<file path="config.mk">
export PLATFORM = sky130hd
export DESIGN_NAME = hello_streamer
export DESIGN_NICKNAME = d
export VERILOG_FILES = /design/src/rtl/hello_streamer.sv
export SDC_FILE = /design/constraint.sdc
export NUM_CORES = 1
export LEC_CHECK = 0
export CORE_UTILIZATION = 60
export DETAILED_ROUTE_END_ITERATION = 6
export HOLD_SLACK_MARGIN = 0.1
export PLACE_DENSITY = 0.91
export SLEW_MARGIN = 10
export SYNTH_ARGS = -nofsm -noshare
export SYNTH_HDL_FRONTEND = slang
export SYNTH_SLANG_ARGS = --single-unit
</file>
<file path="constraint.sdc">
create_clock -name i_clock -period 7.1 [get_ports i_clock]
set_input_delay 0.71 -clock i_clock [delete_from_list [all_inputs] [get_ports i_clock]]
set_output_delay 0.71 -clock i_clock [all_outputs]
set_load 0.03 [all_outputs]
</file>
<file path="src/rtl/hello_streamer.sv">
// hello_streamer: streams a message held in a small writable character RAM
// over a valid/ready byte interface. A run can repeat the message a set
// number of times, or until aborted, with a fixed idle gap between passes.
module hello_streamer #(
  parameter int DATA_W     = 8,
  parameter int MSG_LEN    = 16,
  parameter int LEN_W      = $clog2(MSG_LEN + 1),
  parameter int CNT_W      = 8,
  parameter int GAP_CYCLES = 4
) (
  input  logic                       i_clock,
  input  logic                       i_reset,
  input  logic                       i_wr_en,
  input  logic [$clog2(MSG_LEN)-1:0] i_wr_addr,
  input  logic [DATA_W-1:0]          i_wr_data,
  input  logic [LEN_W-1:0]           i_len,
  input  logic [CNT_W-1:0]           i_repeat,
  input  logic                       i_start,
  input  logic                       i_abort,
  output logic [DATA_W-1:0]          o_data,
  output logic                       o_valid,
  input  logic                       i_ready,
  output logic                       o_busy,
  output logic                       o_done,
  output logic [CNT_W-1:0]           o_pass_cnt
);

  localparam int AW = $clog2(MSG_LEN);
  // Gap counter is kept at least one bit wide even when no gap is used.
  localparam int GW = (GAP_CYCLES > 1) ? $clog2(GAP_CYCLES) : 1;

  typedef enum logic [1:0] {
    S_IDLE = 2'd0,
    S_SEND = 2'd1,
    S_GAP  = 2'd2,
    S_DONE = 2'd3
  } state_t;

  logic [DATA_W-1:0] mem [MSG_LEN];

  state_t            state_q, state_d;
  logic [AW-1:0]     idx_q, idx_d;
  logic [LEN_W-1:0]  len_q, len_d;
  logic [CNT_W-1:0]  rep_q, rep_d;
  logic [CNT_W-1:0]  pass_cnt_q, pass_cnt_d;
  logic [GW-1:0]     gap_q, gap_d;
  logic [DATA_W-1:0] data_q;
  logic              valid_q;
  logic              busy_q;
  logic              done_q;

  logic              xfer;
  logic              last_char;
  logic              addr_ok;
  logic [LEN_W-1:0]  len_clamped;

  // Out-of-range write addresses can only exist when the RAM depth is not a
  // power of two; otherwise every address is valid.
  generate
    if (MSG_LEN == (2 ** AW)) begin : g_addr_full
      assign addr_ok = 1'b1;
    end else begin : g_addr_part
      assign addr_ok = (i_wr_addr < AW'(MSG_LEN));
    end
  endgenerate

  assign xfer        = valid_q & i_ready;
  assign last_char   = (LEN_W'(idx_q) == (len_q - LEN_W'(1)));
  assign len_clamped = (i_len > LEN_W'(MSG_LEN)) ? LEN_W'(MSG_LEN) : i_len;

  // Message RAM write port; the RAM is frozen while a run is in progress.
  always_ff @(posedge i_clock) begin
    if (i_wr_en && (state_q == S_IDLE) && addr_ok) begin
      mem[i_wr_addr] <= i_wr_data;
    end
  end

  // Next-state and counter logic; abort overrides every other event.
  always_comb begin
    state_d    = state_q;
    idx_d      = idx_q;
    len_d      = len_q;
    rep_d      = rep_q;
    pass_cnt_d = pass_cnt_q;
    gap_d      = gap_q;
    if (i_abort) begin
      state_d = S_IDLE;
      idx_d   = '0;
      gap_d   = '0;
    end else begin
      case (state_q)
        S_IDLE: begin
          if (i_start) begin
            len_d      = len_clamped;
            rep_d      = i_repeat;
            pass_cnt_d = '0;
            idx_d      = '0;
            gap_d      = '0;
            state_d    = (len_clamped == '0) ? S_DONE : S_SEND;
          end
        end
        S_SEND: begin
          if (xfer) begin
            if (last_char) begin
              idx_d      = '0;
              pass_cnt_d = pass_cnt_q + CNT_W'(1);
              if ((rep_q != '0) && (pass_cnt_d == rep_q)) begin
                state_d = S_DONE;
              end else if (GAP_CYCLES > 0) begin
                state_d = S_GAP;
                gap_d   = '0;
              end
            end else begin
              idx_d = idx_q + AW'(1);
            end
          end
        end
        S_GAP: begin
          if (gap_q == GW'(GAP_CYCLES - 1)) begin
            state_d = S_SEND;
          end else begin
            gap_d = gap_q + GW'(1);
          end
        end
        S_DONE: begin
          state_d = S_IDLE;
        end
        default: begin
          state_d = S_IDLE;
        end
      endcase
    end
  end

  // State and registered outputs; the character is read from RAM at the
  // address the next cycle will present, so o_data is ready with o_valid.
  always_ff @(posedge i_clock) begin
    if (i_reset) begin
      state_q    <= S_IDLE;
      idx_q      <= '0;
      len_q      <= '0;
      rep_q      <= '0;
      pass_cnt_q <= '0;
      gap_q      <= '0;
      data_q     <= '0;
      valid_q    <= 1'b0;
      busy_q     <= 1'b0;
      done_q     <= 1'b0;
    end else begin
      state_q    <= state_d;
      idx_q      <= idx_d;
      len_q      <= len_d;
      rep_q      <= rep_d;
      pass_cnt_q <= pass_cnt_d;
      gap_q      <= gap_d;
      valid_q    <= (state_d == S_SEND);
      busy_q     <= (state_d == S_SEND) || (state_d == S_GAP);
      done_q     <= (state_d == S_DONE);
      if (state_d == S_SEND) begin
        data_q <= mem[idx_d];
      end
    end
  end

  assign o_data     = data_q;
  assign o_valid    = valid_q;
  assign o_busy     = busy_q;
  assign o_done     = done_q;
  assign o_pass_cnt = pass_cnt_q;

endmodule

</file>
Word-level counts from Yosys, hierarchy flattened
Memory sizes are Yosys's and may differ from the RTL's. A register that Yosys moved wholly into a read port is not among the register bits.
Cells that the tools add are included.
{"block": "word_totals", "reg_bits": 32, "mem_bits_rw": 128, "in_bits": 31, "output_inout_bits": 19, "wordCells": 69, "mem_count": 1}
{"name": "mem", "words": 16, "word_bits": 8, "rd": 1, "rd_clocked_by_memory_dff": 1, "write_ports": 1, "line": "39", "rtl": "logic [DATA_W-1:0] mem [MSG_LEN];"}
{"block": "classes", "add_sub_neg": 4, "magnitude_cmp": 1, "eq_ne": 14, "n_mux": 26, "n_bitwise": 2, "reduce_logical": 12}
{"cell": "two-way mux 8 bit", "count": 3}
{"cell": "two-way mux 2 bit", "count": 11}
{"cell": "two-way mux 4 bit", "count": 4}
{"cell": "case mux 8 bit (2 select lines)", "count": 1}
{"cell": "equality test 2 bit, second input constant", "count": 5}
{"cell": "!= test 2 bit, second input constant", "count": 5}
{"cell": "adder 8 x 1 -> 8 bit, second input constant", "count": 1}
{"cell": "equality test 8 bit", "count": 1}
{"cell": "case mux 2 bit (4 select lines)", "count": 1}
{"cell": "case mux 4 bit (2 select lines)", "count": 1}
{"cell": "nonzero test 8 bit", "count": 1}
{"cell": "case mux 2 bit (3 select lines)", "count": 1}
{"cell": "AND reduction 6 bit", "count": 1}
{"cell": "equality test 4 x 5 -> 1 bit", "count": 1}
{"cell": "> comparator 5 bit, second input constant", "count": 1}
{"cell": "zero test 5 bit", "count": 1}
{"cell": "two-way mux 5 bit", "count": 1}
{"cell": "AND reduction 5 bit", "count": 1}
{"cell": "subtractor 5 x 1 -> 5 bit, second input constant", "count": 1}
{"cell": "adder 4 x 1 -> 4 bit, second input constant", "count": 1}
{"cell": "equality test 2 x 1 -> 1 bit, second input constant", "count": 2}
{"cell": "two-way mux 1 bit", "count": 3}
{"cell": "AND reduction 3 bit", "count": 1}
{"cell": "nonzero test 3 bit", "count": 1}
{"cell": "other kinds (8)", "count": 9}

Logic depth before layout (Yosys ltp)
Gate-level depths: netlist (run 1).
{"block": "logic_depth", "depth_word": 10, "mapped_depth": 14, "depth_no_buf": 13}

Worst setup path after synthesis (run 1)
OpenSTA, ideal clock, no wires.
{"block": "synth_path", "path_type": "reg-to-reg", "from": "reg pass_cnt_q[0], in the netlist o_pass_cnt[0]", "to": "reg data_q[0], in the netlist o_data[0], read port of mem", "setup_time_ps": 95, "arrival_ps": 3637, "required_time_ps": 7005, "setup_slack_ps": 3367, "stages_incl_launch_ff": 14, "path_cell_list": "dfxtp_1 > ha_1 > xor2_1 > a2111oi_0 > o2111ai_1 > or3_1 > a211oi_1 > ha_1 > nor2b_1 > or4b_2 > clkbuf_1 > a221oi_1 > o21ai_1 > o311ai_1"}
{"block": "synth_between", "elab_chain_len": 9}
{"element": "from (decl)", "line": "45", "rtl": "logic [CNT_W-1:0] pass_cnt_q, pass_cnt_d;"}
{"element": "from (signal assigned)", "line": "154", "rtl": "pass_cnt_q <= pass_cnt_d;"}
{"element": "adder 8 x 1 -> 8 bit", "line": "106", "rtl": "pass_cnt_d = pass_cnt_q + CNT_W'(1);"}
{"element": "equality test 8 bit", "line": "107", "rtl": "if ((rep_q != '0) && (pass_cnt_d == rep_q)) begin"}
{"element": "logical AND 1 bit", "line": "107"}
{"element": "two-way mux 1 bit", "line": "107"}
{"element": "two-way mux 2 bit", "line": "104", "rtl": "if (last_char) begin"}
{"element": "two-way mux 2 bit", "line": "103", "rtl": "if (xfer) begin"}
{"element": "case mux 2 bit (4 select lines)", "line": "91", "rtl": "case (state_q)"}
{"element": "two-way mux 2 bit", "line": "86", "rtl": "if (i_abort) begin"}
{"element": "via state_d[0]", "line": "41", "rtl": "state_t state_q, state_d;"}
{"element": "equality test 2 x 1 -> 1 bit", "line": "159", "rtl": "if (state_d == S_SEND) begin"}
{"element": "to (decl)", "line": "47", "rtl": "logic [DATA_W-1:0] data_q;"}
The timed path passes the listed nets, and every way through them passes these cells.
A chain may end at the register's enable or synchronous reset.

Final worst setup path (run 1)
{"block": "layout_path", "from": "reg state_q[0]", "to": "reg data_q[2], in the netlist o_data[2], read port of mem"}
{"block": "layout_between", "elab_chain_len": 5}
{"element": "from (decl)", "line": "41"}
{"element": "from (signal assigned)", "line": "150", "rtl": "state_q <= state_d;"}
{"element": "two-way mux 2 bit", "line": "104"}
{"element": "two-way mux 2 bit", "line": "103"}
{"element": "case mux 2 bit (4 select lines) (*)", "line": "91"}
{"element": "two-way mux 2 bit (*)", "line": "86"}
{"element": "via state_d[0]", "line": "41"}
{"element": "equality test 2 x 1 -> 1 bit (*)", "line": "159"}
Mark *: on every way through the listed nets, which the timed path passes. The rest lies on a longest branch.

==> impl_metrics.tcl, run 1 <==
set metrics [dict create \
    crit_required_ns 7.42 \
    grt_pass1_wl_um 28400 \
    rr_worst_depth 11 \
    r2r-end "o_data[2]" \
    path_depth 11 \
    startpoint "state_q[0]" \
    slew_headroom_pct 18.4 \
    coreArea_mm2 0.0116 \
    grt_pass1_vias 5366 \
    crit_fanout 15 \
    slowest_delay_ns 0.77 \
    cp_top_family "compound AO/OA/AOI/OAI gates" \
    dp_cells 774 \
    n_antenna_cell 0 \
    drt_wl_total_um 18100 \
    min_period_ns 4.25 \
    drt-pass1-iter-count 7 \
    hold_path_class "flop to flop" \
    cts_tree "yes" \
    syn-instance-count 605 \
    detail_route.wl_per_cell_um 22.5 \
    cts_buffers 17 \
    max-cap-violations 0 \
    async_flop_share_pct 0 \
    fin_crit_sh_pct 59.8 \
    yosysTopAreaCell "edfxtp_1" \
    setup_viol 0 \
    timing.rr.start "state_q[0]" \
    crit_type "flop to flop" \
    tns_ns 0 \
    cp_slowest_cell "or4b_2" \
    power_density_mw_per_mm2 251 \
    worstMarginPinSlew_ns 1.22 \
    gp_congestion 0.913 \
    rsz0062_at_grt "false" \
    syn_avg_cell_area_um2 12.1 \
    die_area_mm2 0.0126 \
    leakagePower_nw 3.06 \
    place_ws_ns 2.83 \
    yosysMostFrequentCell "edfxtp_1" \
    violations "design-rule violations" \
    synth_area_leaders "edfxtp_1 53%, dfxtp_1 11%, mux2i_1 5.2%" \
    critical_path_arrival_ns 4.57 \
    yosysWarnings 0 \
    track_usage_pct 30.4 \
    drive_above_1_share_pct 7.39 \
    worst-path-buf-inv 0 \
    synth_flop_cell "edfxtp_1" \
    power_mw 2.12 \
    grt_max_degree 38 \
    antenna_found_initial 0 \
    fin_nets 687 \
    htreeDepth 4 \
    row_count 39 \
    hold_violations 0 \
    cts_resized 0 \
    vias 5316 \
    hpwl_um 11600 \
    fin_util_pct 72.8 \
    die_h_um 112 \
    drc 5 \
    path_clk_slew_ns 0.07 \
    grt_overflow 0 \
    cts_post_setup_buffers_inserted 0 \
    fill_cells 718 \
    postRouteAntennaNets 0 \
    clkLatencyLatePin_ns 0.44 \
    hold_buffers 0 \
    drtIter0Drc 777 \
    ys_types 62 \
    endpoint "o_data[2]" \
    final_cells 806 \
    worst_slack_ns 2.85 \
    drv_slew 0 \
    syn_area_mm2 0.00730 \
    fmax_mhz 236 \
    port_buffers 49 \
    cts_max_path_buffers 2 \
    status "complete, but fails checks" \
    synth_edf_count 128 \
    die_x_um 112 \
    vdd_drop_max_mv 0.256 \
    start_util_pct 62.9 \
    viasPerCell 6.60 \
    synthesis.nets 642 \
    r2r_setup_slack_ns 2.85 \
    pin_count 50 \
    synth_top_area_share_pct 52.6 \
    cts.sinks 168 \
    end_kind "flop" \
    clockRootBuffer "clkbuf_16" \
    ys_ff_latch 168 \
    synth_common_cells "128 x edfxtp_1, 83 x nand2_1, 54 x nor2_1, 40 x dfxtp_1, 38 x mux2i_1" \
    yosysSeqAreaShare_pct 63.6 \
    crit_chain "nand2_1 > a2111oi_0 > o2111ai_1 > or3_1 > a211oi_1 > ha_1 > nor2b_1 > or4b_2 > a221oi_1 > o21ai_1 > o311ai_1" \
    startpoint_type "flop" \
    finClkSkew_ns 0.0119 \
    area_growth_syn_to_layout_pct 15.8 \
]
-- tightest hold or removal path, cell delays in order, from the launching register on --
cell,delay [ns]
dfxtp_1,0.33
nand2_1,0.06
a21oi_1,0.06
-- stage by stage --
stage / area (µm²) / hold WS, ns
2_1_floorplan: 7300 / 0.447
3_3_place_gp: 7860 / 0.463
3_5_place_dp: 7860 / 0.478
4_1_cts: 8450 / 0.487
5_1_grt: 8450 / 0.506
6_report: 8450 / 0.491
-- state kept, by name (all words and copies together), names as in the netlist --
name        count
gap_q           2
o_done          1
o_busy          1
idx_q           4
state_q         2
o_data          8
o_valid         1
len_q           5
mem           128
o_pass_cnt      8
rep_q           8
-- worst min path at each step --
stage              from       end  slack, ns  depth (start not counted)
3_5_place_dp   rep_q[0]  rep_q[0]       0.48                          2
2_1_floorplan  rep_q[0]  rep_q[0]       0.45                          2
3_3_place_gp   rep_q[0]  rep_q[0]       0.46                          2
4_1_cts        rep_q[0]  rep_q[0]       0.49                          2
5_1_grt        rep_q[0]  rep_q[0]       0.51                          2
6_report       rep_q[0]  rep_q[0]       0.49                          2
-- per-layer routing --
| metal | GRT usage, % | routed length, µm | vias up |
|---|---|---|---|
| li1 | - | - | 2360 |
| met1 | 36.8 | 6910 | 2583 |
| met2 | 51.1 | 8960 | 306 |
| met3 | 7.24 | 1430 | 67 |
| met4 | 15.6 | 828 | 0 |
| met5 | 0 | 0 | - |
-- layout by cell type (no fill, tap or decap), types with 5 or more instances in the layout --
master and count:
xor2_1 5, o311ai_1 7, nand3_1 8, xnor2_1 9, o21ai_1 8, o21bai_1 7
a211oi_1 9, mux2i_1 37, and2_1 5, o21ai_0 15, nor2_1 54, a32o_1 8
dfxtp_1 40, clkdlybuf4s50_1 49, clkbuf_16 17, a221oi_1 7, inv_1 6, buf_4 8
a21oi_1 30, edfxtp_1 128, o31ai_1 8, nor2b_1 7, nor3_1 34, ha_1 6
nand2_1 83
-- cells by family after synthesis --
| group | share of synthesized area, % |
|---|---|
| flops | 63.6 |
| simple gates | 13.8 |
| fa+ha+maj | 1.03 |
| mux | 5.36 |
| buf+inv | 2.67 |
| compound gates | 11.6 |
| xor+xnor | 1.90 |
-- where the power goes --
group / internal (mW) / switching [mW] / leakage, nW / total (mW)
logic: 0.0411 / 0.0696 / 1.30 / 0.111
registers: 1.07 / 0.00979 / 1.48 / 1.08
clock network: 0.527 / 0.403 / 0.282 / 0.930
total: 1.64 / 0.482 / 3.06 / 2.12
-- final cells by class --
type	count	area, µm²	share of cell area, %
tap	143	179	2.12
clock inverter	14	163	1.92
inverter	6	22.5	0.266
clock buffer	18	429	5.08
timing repair buffer	57	551	6.51
sequential	168	4640	54.9
multi-input combinational	400	2460	29.2
(Power assumes the default switching activity.)
==> run 2, diff against run 1 <==
--- a/config.mk
+++ b/config.mk
@@ -5,10 +5,10 @@
 export SDC_FILE = /design/constraint.sdc
 export NUM_CORES = 1
 export LEC_CHECK = 0
-export CORE_UTILIZATION = 60
+export CORE_UTILIZATION = 53
 export DETAILED_ROUTE_END_ITERATION = 6
 export HOLD_SLACK_MARGIN = 0.1
-export PLACE_DENSITY = 0.91
+export PLACE_DENSITY = 0.86
 export SLEW_MARGIN = 10
 export SYNTH_ARGS = -nofsm -noshare
 export SYNTH_HDL_FRONTEND = slang
==> constraint.sdc (replaced) <==
create_clock -name i_clock -period 3.9 [get_ports i_clock]
set_input_delay 0.39 -clock i_clock [delete_from_list [all_inputs] [get_ports i_clock]]
set_output_delay 0.39 -clock i_clock [all_outputs]
set_load 0.03 [all_outputs]
==> impl_metrics.tcl, run 2 (synthesized netlist as in run 1, its figures left out) <==
set metrics [dict create \
    drt-pass1-iter-count 5 \
    viasPerCell 6.17 \
    grt_pass1_wl_um 27300 \
    final_common_cell "edfxtp_1" \
    drtIter0Drc 602 \
    fin_nets 702 \
    startpoint_type "flop" \
    n_antenna_cell 0 \
    rsz0062_at_grt "false" \
    worstMarginPinSlew_ns 1.11 \
    setup_viol 0 \
    hpwl_um 11400 \
    fmax_mhz 274 \
    detail_route.wl_per_cell_um 20.4 \
    clockRootBuffer "clkbuf_16" \
    start_util_pct 54.7 \
    path_clk_slew_ns 0.07 \
    pin_count 50 \
    cts.sinks 168 \
    antenna_found_initial 0 \
    row_count 42 \
    fin_util_pct 64.4 \
    area_growth_syn_to_layout_pct 17.7 \
    slew_headroom_pct 25.5 \
    hold_buffers 0 \
    drive_above_1_share_pct 9.29 \
    die_area_mm2 0.0142 \
    die_h_um 119 \
    final_cell_mix "128 x edfxtp_1, 83 x nand2_1, 54 x nor2_1" \
    hold_depth 2 \
    coreArea_mm2 0.0133 \
    hold_violations 0 \
    cts_max_path_buffers 2 \
    end_kind "flop" \
    power_density_mw_per_mm2 438 \
    htreeDepth 4 \
    power_mw 3.76 \
    drv_slew 0 \
    drc 0 \
    grt_pass1_vias 5159 \
    top_register "mem" \
    max-cap-violations 0 \
    largest_register_ffs 128 \
    finalInstanceArea_mm2 0.00859 \
    hold_path_class "flop to flop" \
    clkLatencyLatePin_ns 0.43 \
    leakagePower_nw 3.13 \
    grt_overflow 0 \
    rr_worst_depth 12 \
    cts_tree "yes" \
    vdd_drop_max_mv 0.363 \
    whs_ns 0.472 \
    critical_path_arrival_ns 3.99 \
    crit_type "flop to flop" \
    drt_wl_total_um 17400 \
    fin_crit_sh_pct 93.6 \
    track_usage_pct 25.8 \
    tns_ns 0 \
    vias 5265 \
    cts_post_setup_buffers_inserted 0 \
    gp_congestion 0.924 \
    grt_max_degree 37 \
    status "complete, no violations" \
    postRouteAntennaNets 0 \
    crit_required_ns 4.24 \
    cts_buffers 17 \
    port_buffers 49 \
    finClkSkew_ns 0.00840 \
    place_area_mm2 0.00802 \
    fill_cells 972 \
    die_x_um 119 \
    min_period_ns 3.65 \
    crit_fanout 8 \
]
run 2: cell types whose count changed in the layout (fill, tap and decap cells not counted), sizes merged:
cell and change:
buf +15, clkinv +4, clkinvlp -2, bufinv -1
inv -1
run 2: worst max-delay path: stages, from the launching register on:
cell and delay (ns):
dfxtp_1 0.40, ha_1 0.28, xor2_1 0.15, a2111oi_0 0.36
o2111ai_1 0.18, or3_1 0.38, a211oi_2 0.28, ha_1 0.20
nor2b_2 0.19, or4b_4 0.55, a221oi_1 0.32, o21ai_1 0.16
o311ai_1 0.12
run 2: final cells by class:
class                           instances  area, µm²  area share (%)
Sequential cell                       168       4640            54.1
Multi-Input combinational cell        400       2480            28.8
Timing Repair Buffer                   72        676            7.86
Clock buffer                           18        429            5.00
Tap cell                              176        220            2.56
Clock inverter                         14        121            1.41
Inverter                                6       22.5           0.262
run 2: per-layer routing:
layer / part of all wire, % / global-route usage [%]
met3: 7.8 / 6.27
met1: 40 / 32.8
met5: 0 / 0
met4: 2.8 / 11.3
met2: 50 / 42.2
run 2: path summary, 6_finish.rpt:
| path | start | slack [ns] | endpoint |
|---|---|---|---|
| worst max-delay path | o_pass_cnt[1] | 0.25 | o_data[2] |
| worst min-delay path | gap_q[1] | 0.47 | gap_q[1] |
| worst max register to register | o_pass_cnt[1] | 0.25 | o_data[2] |
| worst min register to register | gap_q[1] | 0.47 | gap_q[1] |
run 2: repair_timing:
action / 4_1_cts / 5_1_grt
cloned: 0 / 0
endpoints found under the setup margin: 3 / 6
gates resized for setup: 1 / 2
run 2: per-stage QoR:
| step | std cells | worst slack (ns) |
|---|---|---|
| 3_3_place_gp | 822 | 0.223 |
| 2_1_floorplan | 605 | 0.167 |
| 3_5_place_dp | 822 | 0.0795 |
| 5_1_grt | 854 | 0.0547 |
| 4_1_cts | 854 | 0.144 |
| 6_report | 854 | 0.249 |
run 2: power breakdown:
group          switching [mW]  leakage [nW]  internal (mW)
clock network           0.701         0.271          0.883
registers              0.0152          1.48           1.95
logic                   0.129          1.38         0.0803
total                   0.845          3.13           2.92
